===== config.mk =====
export PLATFORM = sky130hd
export DESIGN_NAME = ntt_stage_scheduler
export DESIGN_NICKNAME = d
export VERILOG_FILES = /design/src/rtl/ntt_stage_scheduler.sv
export SDC_FILE = /design/constraint.sdc
export NUM_CORES = 1
export LEC_CHECK = 0
export CORE_MARGIN = 2
export CORE_UTILIZATION = 55
export DETAILED_ROUTE_END_ITERATION = 16
export DONT_BUFFER_PORTS = 1
export PLACE_DENSITY = 0.83
export SETUP_SLACK_MARGIN = 0.5
export SLEW_MARGIN = 10
export SYNTH_ARGS = -nofsm -noshare
export SYNTH_HDL_FRONTEND = slang
export SYNTH_SLANG_ARGS = --single-unit

===== constraint.sdc =====
create_clock -name clk -period 1.7 [get_ports clk]
set_input_delay 0.34 -clock clk [delete_from_list [all_inputs] [get_ports clk]]
set_output_delay 0.34 -clock clk [all_outputs]
set_load 0.01 [all_outputs]

===== src/rtl/ntt_stage_scheduler.sv =====
// Start/done sequencer for the radix-R single-path NTT pipeline: master count, staggered stage enables, twiddle base exponents.
// Optional inverse-exponent mode is compiled in with the NTT_SCHED_INVERSE_EN macro.
module ntt_stage_scheduler #(
  parameter int N         = 256,
  parameter int R         = 4,
  parameter int L         = 4,
  parameter int STAGE_LAT = 6
) (
  input  logic                          clk,
  input  logic                          rst_n,
  input  logic                          start,
  input  logic                          stall,
`ifdef NTT_SCHED_INVERSE_EN
  input  logic                          inverse,
`endif
  output logic                          busy,
  output logic                          done,
  output logic                          in_ready,
  output logic [L-1:0]                  stage_en,
  output logic [(L-1)*$clog2(N)-1:0]    tw_base
);

  localparam int LOGN  = $clog2(N);
  localparam int LOGR  = $clog2(R);
  localparam int NG    = N / R;
  localparam int T_END = (L - 1) * STAGE_LAT + NG;
  localparam int TW    = $clog2(T_END + 1);

  typedef enum logic [1:0] {IDLE, RUN, DONE} state_t;

  state_t          state_q;
  logic [TW-1:0]   t_q;
  logic            busy_q;
  logic            done_q;
  logic            accept;
  logic            run_act;
  logic            inv_sel;

  assign accept  = (state_q == IDLE) && start;
  assign run_act = (state_q == RUN) && !stall;

  always_ff @(posedge clk or negedge rst_n) begin
    if (!rst_n) begin
      state_q <= IDLE;
      t_q     <= '0;
      busy_q  <= 1'b0;
      done_q  <= 1'b0;
    end else begin
      case (state_q)
        IDLE: begin
          done_q <= 1'b0;
          if (start) begin
            state_q <= RUN;
            t_q     <= '0;
            busy_q  <= 1'b1;
          end
        end
        RUN: begin
          if (!stall) begin
            t_q <= t_q + TW'(1);
            if (t_q == TW'(T_END - 1)) begin
              state_q <= DONE;
              done_q  <= 1'b1;
            end
          end
        end
        default: begin
          state_q <= IDLE;
          busy_q  <= 1'b0;
          done_q  <= 1'b0;
        end
      endcase
    end
  end

  assign busy     = busy_q;
  assign done     = done_q;
  assign in_ready = run_act && (t_q < TW'(NG));

`ifdef NTT_SCHED_INVERSE_EN
  logic inv_q;

  always_ff @(posedge clk or negedge rst_n) begin
    if (!rst_n)      inv_q <= 1'b0;
    else if (accept) inv_q <= inverse;
  end

  assign inv_sel = inv_q;
`else
  assign inv_sel = 1'b0;
`endif

  // Stage s owns the NG-cycle window starting at s*STAGE_LAT on the master count.
  for (genvar s = 0; s < L; s++) begin : g_en
    localparam logic [TW-1:0] HI = TW'(s * STAGE_LAT + NG);
    if (s == 0) begin : g_first
      assign stage_en[s] = run_act && (t_q < HI);
    end else begin : g_rest
      localparam logic [TW-1:0] LO = TW'(s * STAGE_LAT);
      assign stage_en[s] = run_act && (t_q >= LO) && (t_q < HI);
    end
  end

  // Counter width makes the wrap modulo N/R^(s+1) free; shifting by s*log2(R) scales by R^s.
  for (genvar s = 0; s < L - 1; s++) begin : g_tw
    localparam int CW = LOGN - LOGR * (s + 1);
    logic [CW-1:0]   c_q;
    logic [CW-1:0]   c_d;
    logic [LOGN-1:0] e_fwd;

    always_comb begin
      c_d = c_q;
      if (accept)           c_d = '0;
      else if (stage_en[s]) c_d = c_q + CW'(1);
    end

    always_ff @(posedge clk or negedge rst_n) begin
      if (!rst_n) c_q <= '0;
      else        c_q <= c_d;
    end

    assign e_fwd = LOGN'(c_q) << (LOGR * s);
    assign tw_base[s*LOGN +: LOGN] = inv_sel ? (~e_fwd + LOGN'(1)) : e_fwd;
  end

endmodule

Word level (Yosys, flattened, before mapping)
Cells that the tools add are included.

Register bits after elaboration: 23. Output and inout bits: 31. Word-level logic and storage cells: 61.

Add/sub/neg operators: 4. $lt $le $gt $ge: 7. Equal/unequal tests: 5. Multiplexer cells: 18. Bitwise gates (word level): 1. Reductions and logical operators: 19.

Operators with widths (number): 7-bit less-than comparator (second input constant) (4); 7-bit 2-to-1 mux (2); 7-bit one-hot mux with 2 select lines (1); 6-bit 2-to-1 mux (2); 2-bit 2-to-1 mux (5); 1-bit logical AND (9); 4-bit 2-to-1 mux (2); 2-bit nonzero test (4); 7-bit by 1-bit adder with 7-bit output (second input constant) (1); 7-bit == test (second input constant) (1); 7-bit by 3-bit greater-or-equal comparator with 1-bit output (second input constant) (1); 7-bit by 4-bit greater-or-equal comparator with 1-bit output (second input constant) (1); 7-bit by 5-bit greater-or-equal comparator with 1-bit output (second input constant) (1); 6-bit by 1-bit adder with 6-bit output (second input constant) (1); 3-bit AND reduction (2); 4-bit by 1-bit adder with 4-bit output (second input constant) (1); 1-bit 2-to-1 mux (4); 2-bit inequality test (second input constant) (2); 2-bit one-hot mux with 2 select lines (1); 2-bit AND reduction (2); 2-bit by 1-bit adder with 2-bit output (second input constant) (1); 2-bit by 1-bit == test with 1-bit output (second input constant) (1); 2-bit zero test (1); 2-bit by 1-bit inequality test with 1-bit output (second input constant) (1); 3 further kinds (3).

Longest topological paths before layout
Gate-level depths: netlist of run 1.

Depth in word-level cells: 6. Gate-level depth with buffers: 5. Mapped depth without buffers: 5.

Least setup slack after synthesis of run 1
No wires, ideal clock.

Path type: reg-to-reg. From: reg state_q[1]. To: reg g_tw[1].c_q[3]. Data arrival time: 1600 ps. Required time: 1577 ps. Slack: -23 ps. Stages on the path, launching flop included: 5. Clock period less this slack: 1723 ps. Cell sequence: dfrtp_1 -> or4b_4 -> mux2i_2 -> nand4_1 -> mux2i_1.

Cells in the longest elaborated chain, start to end: 5.

RTL lines: from (decl) (line 31) `state_t state_q;`; from (signal assigned) (line 44) `state_q <= IDLE;`; from (signal assigned) (line 53) `state_q <= RUN;`; from (signal assigned) (line 62) `state_q <= DONE;`; 2-bit by 1-bit == test with 1-bit output (line 40) `assign run_act = (state_q == RUN) && !stall;`; 1-bit logical AND (line 40); 1-bit logical AND (2 in series) (line 100) `assign stage_en[s] = run_act && (t_q >= LO) && (t_q < HI);`; net stage_en[1] (line 19) `output logic [L-1:0] stage_en,`; 2-bit nonzero test (no source line); to (signal assigned) (line 118) `if (!rst_n) c_q <= '0;`; to (signal assigned) (line 119) `else c_q <= c_d;`; to (decl) (line 107) `logic [CW-1:0] c_q;`.

The timed path passes the listed nets, and every way through them passes these cells. A chain may end at the register's enable or synchronous reset.

Worst setup path in the final report of run 1
From: reg t_q[2]. To: out stage_en[1].

Cells in the longest elaborated chain, start to end: 3.

RTL lines: from (decl) (line 32) `logic [TW-1:0] t_q;`; from (signal assigned) (line 60) `t_q <= t_q + TW'(1);`; 7-bit by 3-bit greater-or-equal comparator with 1-bit output (line 100); 1-bit logical AND (line 100); 1-bit logical AND * (line 100); to (decl) (line 19).

Every way passes the cells marked *; elsewhere a longest branch is shown, timed or not.

==> run summary, run 1 <==
DRC: 0
largest net degree at the start of global routing: 24
die area: 2700 um2
Yosys reg bits: 23
FF/Latch Area: 578 um2
final-report max-slew violation count: 0
failing checks: setup timing
CP Capture Type: output port
most common cell in the synthesized netlist: dfrtp_1
Most Used Layer, Global Route: met2
hold path start: stall
Slew @ Worst Pin: 1060 ps
vias: 1,022
Synth area leader: dfrtp_1
Final setup viols: 6
# port buffers: 0
Final Hold Viols: 0
top-area cell type share of the netlist area: 45.5%
Main synth FF type: dfrtp_1
crit share post-route: 117%
worst reg2reg startpoint: t_q[2]
diode count: 0
worst vdd ir: 1020 uV
Crit Reg-Reg Endpoint: g_tw[1].c_q[3]
Synth-to-Final Area Change: 25.5%
detailed-route vias per instance: 5.87
Relative slew margins: 29.2%
row count: 17
Synth Area in Compound Gates: 7.32%
CP startpoint kind: flop
clock skew: 7.20 ps
Min-Delay Path Depth: 2
drt wl/cell: 17.6 um
Adder-Cell Fraction of Synth Area: 3.96%
Final GP Congestion: 0.793
Initial Utilization: 57.7%
Post-Synthesis Cells: 130
Arr. time, crit path: 1650 ps
Hold EP: state_q[0]
Post-Synth Simple-Gate Area: 22.0%
met3 Track Usage GR: 4.02%
M2 GR Usage: 38.8%
synthesized area per cell: 9.73 um2
vias in the first global route: 979
RSZ-0062 raised after global routing: true
outcome: complete, but fails checks
fmax: 0.503 GHz
post-route setup slack: -289 ps
Synth top cells by count: 23 x dfrtp_1, 14 x nor2_1, 13 x buf_4, 13 x nand2_1, 8 x o21ai_0
Num CTS Buffers: 3
Routed Antenna Nets: 0
met1 Use GR: 26.4%
Critical-path top delay cell: dfrtp_2
gr usage total: 22.1%
post-DP HPWL: 1960 um
clock sinks: 23
R2R depth: 4
Worst Path Required: 1360 ps
asr flop ratio synth: 100%
largest family of logic cells by synthesized area: simple AND/OR/NAND/NOR gates
Min Hold Slack: 165 ps
first-pass GRT wire length: 4340 um
Seq/Total Area, Yosys: 45.5%
detailed-router iteration count before antenna repair: 4
core area: 2190 um2
filler instances: 153
WL final: 3060 um
worst skew pair latency: 330 ps
share of cells above drive strength 1: 33.6%
leak pwr: 0.735 nW
post-route core utilization: 72.5%
Max-Cap Viols: 0
htree depth: 1
Post-Syn Area: 1260 um2
r2r setup slk: -20 ps
Unique masters post-synth: 31
Top Ports: 35
WS Path Type: reg -> out
CP peak stage delay: 470 ps
initial antenna violation count: 0
pwr dens: 1300 nW/um2
clock slew at reported path FFs: 130 ps
total power: 0.00207 W
GRT Residual Overflow: 0
Synthesis Warnings: 0
mux contribution to synthesized area: 4.25%
critical path cell sequence: a2111oi_4, mux2i_4
dpl ws: 11.0 ps
clock buffer depth: 2
fin crit period: 1990 ps
TritonCTS clock tree: built
die height: 52.0 um
largest cells by area after synthesis: dfrtp_1 45%, buf_4 7.7%, nor2_1 4.2%, ha_1 4.0%, nand2_1 3.9%
Post-synth EDFFs: 0
Starting DRT DRC Count: 25
CP max FO: 6
Hold WC Path Type: in -> reg
multi-input logic area: 768 um2
Root Buffer: clkbuf_4
Die Span X: 52.0 um
XOR/XNOR Fraction of Synth Area: 6.92%
Final nets: 155
[repair_timing]
item	CTS	global route
endpoints found under the hold margin	23	0
endpoints found under the setup margin	27	51
gates resized for setup	19	16
pin swaps	8	4
hold buffers	1	0
setup buffers	1	2
[per-layer routing]
layer  share of wire (%)  up-vias  wire [um]
li1                    -      453          -
met3                 4.3       11        133
met4                 2.6        0         79
met1                  41      526       1250
met5                   0        -          0
met2                  52       32       1590
[logic make-up (layout without fill, tap and decap cells)]
logic type | after synthesis | in the layout
buf+inv | 20 | 25
simple gates | 52 | 52
flops | 23 | 23
xor+xnor | 10 | 10
fa+ha+maj | 4 | 4
mux | 5 | 5
other cells | 1 | 12
compound gates | 15 | 15
[metrics by stage]
step           cell area (um2)  instances  TNS (ps)
2_1_floorplan             1380        141         0
3_3_place_gp              1390        166         0
3_5_place_dp              1390        166         0
4_1_cts                   1500        172     -1150
5_1_grt                   1590        174     -1560
6_report                  1590        174     -1230
[how the worst max path moves through the flow]
stage	cells after the start	start	slack, ps	to
2_1_floorplan	4	t_q[6]	80	g_tw[1].c_q[3]
3_3_place_gp	4	t_q[1]	100	g_tw[1].c_q[3]
3_5_place_dp	4	t_q[1]	10	g_tw[1].c_q[3]
4_1_cts	3	t_q[6]	-280	stage_en[2]
5_1_grt	3	state_q[0]	-330	stage_en[2]
6_report	2	t_q[2]	-290	stage_en[1]
[worst max-delay path: cells and delay by family, from the launching register on]
family / cells / cell delay (ps)
compound gates: 1 / 440
flops: 1 / 470
mux: 1 / 410
[flip-flops by register name, summed over array words and instances, names as in the netlist]
register / flops
g_tw.c_q: 12
t_q: 7
done: 1
state_q: 2
busy: 1
[layout make-up]
| type | count | area share [%] |
|---|---|---|
| Clock buffer | 3 | 1.42 |
| Clock inverter | 1 | 0.315 |
| Inverter | 4 | 1.02 |
| Multi-Input combinational cell | 98 | 48.4 |
| Sequential cell | 23 | 36.4 |
| Tap cell | 28 | 2.21 |
| Timing Repair Buffer | 17 | 10.2 |
[where the power goes]
| group | leakage (nW) | switching, W | internal [W] |
|---|---|---|---|
| combinational | 0.425 | 0.000399 | 0.000430 |
| clock | 0.0177 | 0.000178 | 0.0000884 |
| sequential | 0.292 | 0.000278 | 0.000696 |
[cell usage in the layout, fill, tap and decap left out, drive strengths merged]
cell          instances
xnor2                 5
nand3                 6
nor3                  1
nand4                 4
or2b                  1
o21ai                 8
dfrtp                23
nand3b                1
nand4bb               2
nand2                13
ha                    4
o21ba                 1
buf                  16
dlymetal6s4s          1
nor3b                 1
and3                  1
or4b                  1
nor4b                 2
a211oi                1
clkbuf                3
or3b                  1
xor2                  5
clkinv                2
mux2i                 5
a21oi                 4
inv                   3
a2111oi               1
nand2b                1
conb                 12
or3                   3
nor2                 14
Power figures use the tool's default switching activity.
==> inputs of run 2 (changes only) <==
- CAP_MARGIN: default -> 10
- CORE_UTILIZATION: 55 -> 50
- PLACE_DENSITY: 0.83 -> 0.78
==> run summary, run 2 (synthesized netlist as in run 1, its figures left out) <==
CP peak stage delay: 580 ps (was 470 ps)
Min Hold Slack: 162 ps (was 165 ps)
RSZ-0062 raised after global routing: true (unchanged)
Die Span X: 54.3 um (was 52.0 um)
failing checks: setup timing (unchanged)
total power: 0.00199 W (was 0.00207 W)
Starting DRT DRC Count: 15 (was 25)
fin crit period: 1960 ps (was 1990 ps)
diode count: 0 (unchanged)
Post-Place Cells: 166 (unchanged)
gr usage total: 21.5% (was 22.1%)
Largest regs: g_tw.c_q x12, t_q x7, state_q x2 (unchanged)
GRT Residual Overflow: 0 (unchanged)
WL final: 2870 um (was 3060 um)
Root Buffer: clkbuf_4 (unchanged)
Final GP Congestion: 0.856 (was 0.793)
Worst Path Required: 1360 ps (about the same)
critical path cell sequence: or4b_4, mux2i_4 (was a2111oi_4, mux2i_4)
detailed-router iteration count before antenna repair: 4 (unchanged)
vias: 961 (was 1,022)
register with the most flip-flops: g_tw.c_q (unchanged)
Hold WC Path Type: in -> async (was in -> reg)
CP startpoint: t_q[6] (was t_q[2])
row count: 18 (was 17)
Initial Utilization: 52.0% (was 57.7%)
clock slew at reported path FFs: 140 ps (was 130 ps)
most frequent cells in the layout: 18 x dfrtp_1, 13 x buf_4, 12 x nor2_1, 12 x nand2_1, 12 x conb_1 (was 21 x dfrtp_1, 12 x conb_1, 11 x nor2_1, 11 x nand2_1)
Routed Antenna Nets: 0 (unchanged)
TritonCTS clock tree: built (unchanged)
die area: 2950 um2 (was 2700 um2)
crit share post-route: 115% (was 117%)
# port buffers: 0 (unchanged)
CP startpoint kind: flop (unchanged)
leak pwr: 0.704 nW (was 0.735 nW)
die height: 54.3 um (was 52.0 um)
Final setup viols: 5 (was 6)
share of cells above drive strength 1: 27.6% (was 33.6%)
worst vdd ir: 937 uV (was 1020 uV)
Crit Reg-Reg Endpoint: g_tw[1].c_q[3] (unchanged)
first-pass GRT wire length: 4370 um (was 4340 um)
drt wl/cell: 16.4 um (was 17.6 um)
Critical-path top delay cell: or4b_4 (was dfrtp_2)
clock sinks: 23 (unchanged)
r2r setup slk: 30 ps (was -20 ps)
worst reg2reg startpoint: t_q[6] (was t_q[2])
initial antenna violation count: 0 (unchanged)
WS Path Type: reg -> out (unchanged)
clock buffer depth: 2 (unchanged)
Arr. time, crit path: 1620 ps (was 1650 ps)
Synth-to-Final Area Change: 18.9% (was 25.5%)
final-report max-slew violation count: 0 (unchanged)
detailed-route vias per instance: 5.49 (was 5.87)
vias in the first global route: 911 (was 979)
Top Ports: 35 (unchanged)
Slew @ Worst Pin: 1020 ps (was 1060 ps)
post-DP HPWL: 2010 um (was 1960 um)
pwr dens: 1320 nW/um2 (was 1300 nW/um2)
Max-Cap Viols: 0 (unchanged)
largest net degree at the start of global routing: 24 (unchanged)
worst skew pair latency: 330 ps (about the same)
max reg flops: 12 (unchanged)
CP max FO: 6 (unchanged)
DRC: 0 (unchanged)
commonest non-fill, non-tap cell in the layout: dfrtp_1 (unchanged)
clock skew: 16.1 ps (was 7.20 ps)
Post-Layout Cell Count: 175 (was 174)
outcome: complete, but fails checks (unchanged)
R2R depth: 4 (unchanged)
htree depth: 1 (unchanged)
fmax: 0.511 GHz (was 0.503 GHz)
Final Hold Viols: 0 (unchanged)
Num CTS Buffers: 3 (unchanged)
Final nets: 154 (was 155)
CP Capture Type: output port (unchanged)
core area: 2430 um2 (was 2190 um2)
Worst Setup EP: stage_en[1] (unchanged)
post-route setup slack: -258 ps (was -289 ps)
Relative slew margins: 31.6% (was 29.2%)
==> run 2: cell count changes in the layout (fill, tap and decap cells not counted), moves of 3 or more <==
cell     previous run  this run
buf_4               8        13
buf_6               8         2
dfrtp_2             2         5
dfrtp_1            21        18
==> run 2: layout make-up <==
cell class,instances,area [um2]
clock buffer,4,26.3
fill,208,928
timing repair buffer,16,133
tap,30,37.5
sequential,23,582
multi-input combinational,98,709
inverter,4,16.3
==> run 2: worst min path at each step <==
| stage | cells after the start | endpoint | slack, ps | start |
|---|---|---|---|---|
| finish | 1 | g_tw[0].c_q[3] | 160 | rst_n |
| global route | 2 | state_q[0] | 170 | stall |
| CTS | 2 | state_q[0] | 190 | stall |
| detailed placement | 0 | t_q[4] | 50 | rst_n |
| global placement | 0 | t_q[4] | 40 | rst_n |
| floorplan | 0 | busy | 40 | rst_n |
==> run 2: per-layer routing <==
layer	track usage (%)	up-vias	part of all wire, %
met1	27.2	468	43
met4	8.75	0	2.1
li1	-	451	-
met5	0	-	0
met2	35.5	36	49
met3	4.64	6	5.3
==> run 2: per-stage QoR <==
| stage | setup WS, ps | utilization, % | instance area (um2) | TNS (ps) |
|---|---|---|---|---|
| 2_1_floorplan | 77.8 | - | 1380 | 0 |
| 3_3_place_gp | 83.7 | 56.5 | 1370 | 0 |
| 3_5_place_dp | 42.8 | 56.5 | 1370 | 0 |
| 4_1_cts | -251 | 61.1 | 1490 | -1120 |
| 5_1_grt | -316 | 61.8 | 1500 | -1550 |
| 6_report | -258 | 61.8 | 1500 | -1170 |
==> run 2: power breakdown <==
part	switching (W)	leakage, nW	internal, W
registers	0.000268	0.288	0.000700
logic	0.000370	0.401	0.000377
clock network	0.000178	0.0150	0.0000920
==> run 2: repair_timing <==
action,in CTS,in global routing
pin swaps,8,3
gates resized for setup,12,7
endpoints found under the hold margin,23,0
setup buffers,4,0
setup endpoints to repair,27,52
hold buffers,1,0
==> run 2: worst max-delay path: cells and delay by family (launching register included) <==
kind             cells  cell delay [ps]
muxes                1              300
DFF                  1              410
and+or+nand+nor      1              580
==> inputs of run 3 (changes only) <==
--- a/config.mk
+++ b/config.mk
@@ -11,4 +11,5 @@
 export DETAILED_ROUTE_END_ITERATION = 16
 export DONT_BUFFER_PORTS = 1
+export MAX_ROUTING_LAYER = met4
 export PLACE_DENSITY = 0.78
 export SETUP_SLACK_MARGIN = 0.5
==> constraint.sdc (replaced) <==
create_clock -name clk -period 1.7 [get_ports clk]
set_input_delay 0.34 -clock clk [delete_from_list [all_inputs] [get_ports clk]]
set_output_delay 0.34 -clock clk [all_outputs]
set_load 0.1 [all_outputs]
==> run summary, run 3 (synthesized netlist as in run 1, its figures left out) <==
final-report max-slew violation count: 0 (unchanged)
post-DP HPWL: 1970 um (was 2010 um)
most frequent cells in the layout: 15 x buf_4, 12 x conb_1, 12 x buf_12 (was 18 x dfrtp_1, 13 x buf_4, 12 x nor2_1, 12 x nand2_1, 12 x conb_1)
row count: 18 (unchanged)
leak pwr: 0.880 nW (was 0.704 nW)
Final GP Congestion: 0.850 (was 0.856)
die height: 54.3 um (unchanged)
DRC: 0 (unchanged)
Initial Utilization: 52.0% (unchanged)
Comb pwr share: 61.3% (was 37.6%)
detailed-router iteration count before antenna repair: 4 (unchanged)
TritonCTS clock tree: built (unchanged)
outcome: complete, but fails checks (unchanged)
Min Hold Slack: 190 ps (was 162 ps)
Sequential Power Share: 31.6% (was 48.8%)
initial antenna violation count: 0 (unchanged)
Final setup viols: 12 (was 5)
clock sinks: 23 (unchanged)
post-route setup slack: -456 ps (was -258 ps)
fmax: 0.464 GHz (was 0.511 GHz)
Final nets: 175 (was 154)
vias: 1,083 (was 961)
vias in the first global route: 1,068 (was 911)
Arr. time, crit path: 1820 ps (was 1620 ps)
DP Area: 1550 um2 (was 1370 um2)
Root Buffer: clkbuf_4 (unchanged)
Die Span X: 54.3 um (unchanged)
Worst Path Required: 1360 ps (about the same)
Slew @ Worst Pin: 1060 ps (was 1020 ps)
gr usage total: 24.9% (was 21.5%)
core area: 2430 um2 (unchanged)
Starting DRT DRC Count: 24 (was 15)
WL final: 3600 um (was 2870 um)
worst vdd ir: 1940 uV (was 937 uV)
clock slew at reported path FFs: 120 ps (was 140 ps)
Routed Antenna Nets: 0 (unchanged)
Clk pwr share: 7.1% (was 13.6%)
htree depth: 1 (unchanged)
RSZ-0062 raised after global routing: true (unchanged)
failing checks: setup timing (unchanged)
clock skew: 2.59 ps (was 16.1 ps)
largest net degree at the start of global routing: 24 (unchanged)
Final Cell Area: 1990 um2 (was 1500 um2)
Final TNS setup: -2330 ps (was -1170 ps)
CP startpoint kind: flop (unchanged)
Num CTS Buffers: 3 (unchanged)
Hold WC Path Type: in -> async (unchanged)
drt wl/cell: 18.3 um (was 16.4 um)
max reg flops: 12 (unchanged)
detailed-route vias per instance: 5.53 (was 5.49)
Max-Cap Viols: 0 (unchanged)
# port buffers: 0 (unchanged)
first-pass GRT wire length: 4910 um (was 4370 um)
share of cells above drive strength 1: 51.2% (was 27.6%)
Final Hold Viols: 0 (unchanged)
Top Ports: 35 (unchanged)
Net Sw Frac: 53.3% (was 41.1%)
clock buffer depth: 2 (unchanged)
pwr dens: 1840 nW/um2 (was 1320 nW/um2)
fin crit period: 2160 ps (was 1960 ps)
crit share post-route: 127% (was 115%)
CP max FO: 4 (was 6)
register with the most flip-flops: g_tw.c_q (unchanged)
Largest regs: g_tw.c_q x12, t_q x7, state_q x2 (unchanged)
GRT Residual Overflow: 0 (unchanged)
WS Path Type: reg -> out (unchanged)
die area: 2950 um2 (unchanged)
diode count: 0 (unchanged)
post-route core utilization: 81.6% (was 61.8%)
Net Switching: 0.00194 W (was 0.000816 W)
Synth-to-Final Area Change: 57.0% (was 18.9%)
commonest non-fill, non-tap cell in the layout: buf_4 (was dfrtp_1)
worst skew pair latency: 320 ps (was 330 ps)
Relative slew margins: 29.2% (was 31.6%)
Int Pwr: 0.00171 W (was 0.00117 W)
CP Capture Type: output port (unchanged)
[run 3: cell types whose count changed in the layout (fill, tap and decap cells not counted), moves of 3 or more]
cell     before  now
buf_6         2    7
nand2_1      12    8
dfrtp_4       0    7
nand2_2       1    4
dfrtp_1      18    7
buf_12        0   12
dfrtp_2       5    9
[run 3: worst max-delay path, stage by stage, from the launching register on]
cell,delay [ps]
dfrtp_1,440
a2111oi_4,480
mux2i_4,350
buf_12,220
[run 3: path summary, 6_finish.rpt]
path,from,end,slack [ps],cells past startpoint
max in group asynchronous,rst_n,busy,750,1
max reg2reg,t_q[1],g_tw[1].c_q[3],-100,5
min in group clk,stall,state_q[0],190,2
min,rst_n,t_q[1],190,1
max,t_q[1],stage_en[1],-460,3
min reg2reg,state_q[1],busy,640,2
[run 3: timing repair]
action	in CTS	in global routing
cloned	0	0
setup buffers	6	7
hold endpoints to repair	23	0
resized for setup	49	21
hold buffers	1	0
pin swaps	12	10
endpoints found under the setup margin	41	65
[run 3: stage by stage]
| stage | instances | setup WS [ps] | power, W |
|---|---|---|---|
| after global routing | 196 | -543 | 0.00380 |
| after CTS | 189 | -403 | 0.00342 |
| final | 196 | -456 | 0.00365 |
| after detailed placement | 178 | -60.0 | 0.00274 |
| after floorplan | 141 | -480 | 0.00239 |
| after global placement | 178 | -34.8 | 0.00269 |
[run 3: layout make-up]
type	count	area (um2)
clock buffers	4	26.3
fillers	131	447
inverters	4	27.5
multi-input cells	98	795
flip-flops and latches	23	613
well taps	30	37.5
repair buffers	37	487
[run 3: per-layer routing]
layer	vias up	global-route usage [%]	routed length, um
met1	549	29.3	1520
met3	7	5.19	156
met5	-	-	0
met4	0	10.4	66
li1	490	-	-
met2	37	41.2	1850
[run 3: power by group through the flow]
| stage | clock network (W) | logic [W] | registers [W] |
|---|---|---|---|
| after detailed placement | 0 | 0.00162 | 0.00112 |
| after global placement | 0 | 0.00159 | 0.00110 |
| after floorplan | 0 | 0.000797 | 0.00160 |
| after CTS | 0.000259 | 0.00202 | 0.00114 |
| after global routing | 0.000290 | 0.00233 | 0.00117 |
| final | 0.000260 | 0.00224 | 0.00115 |
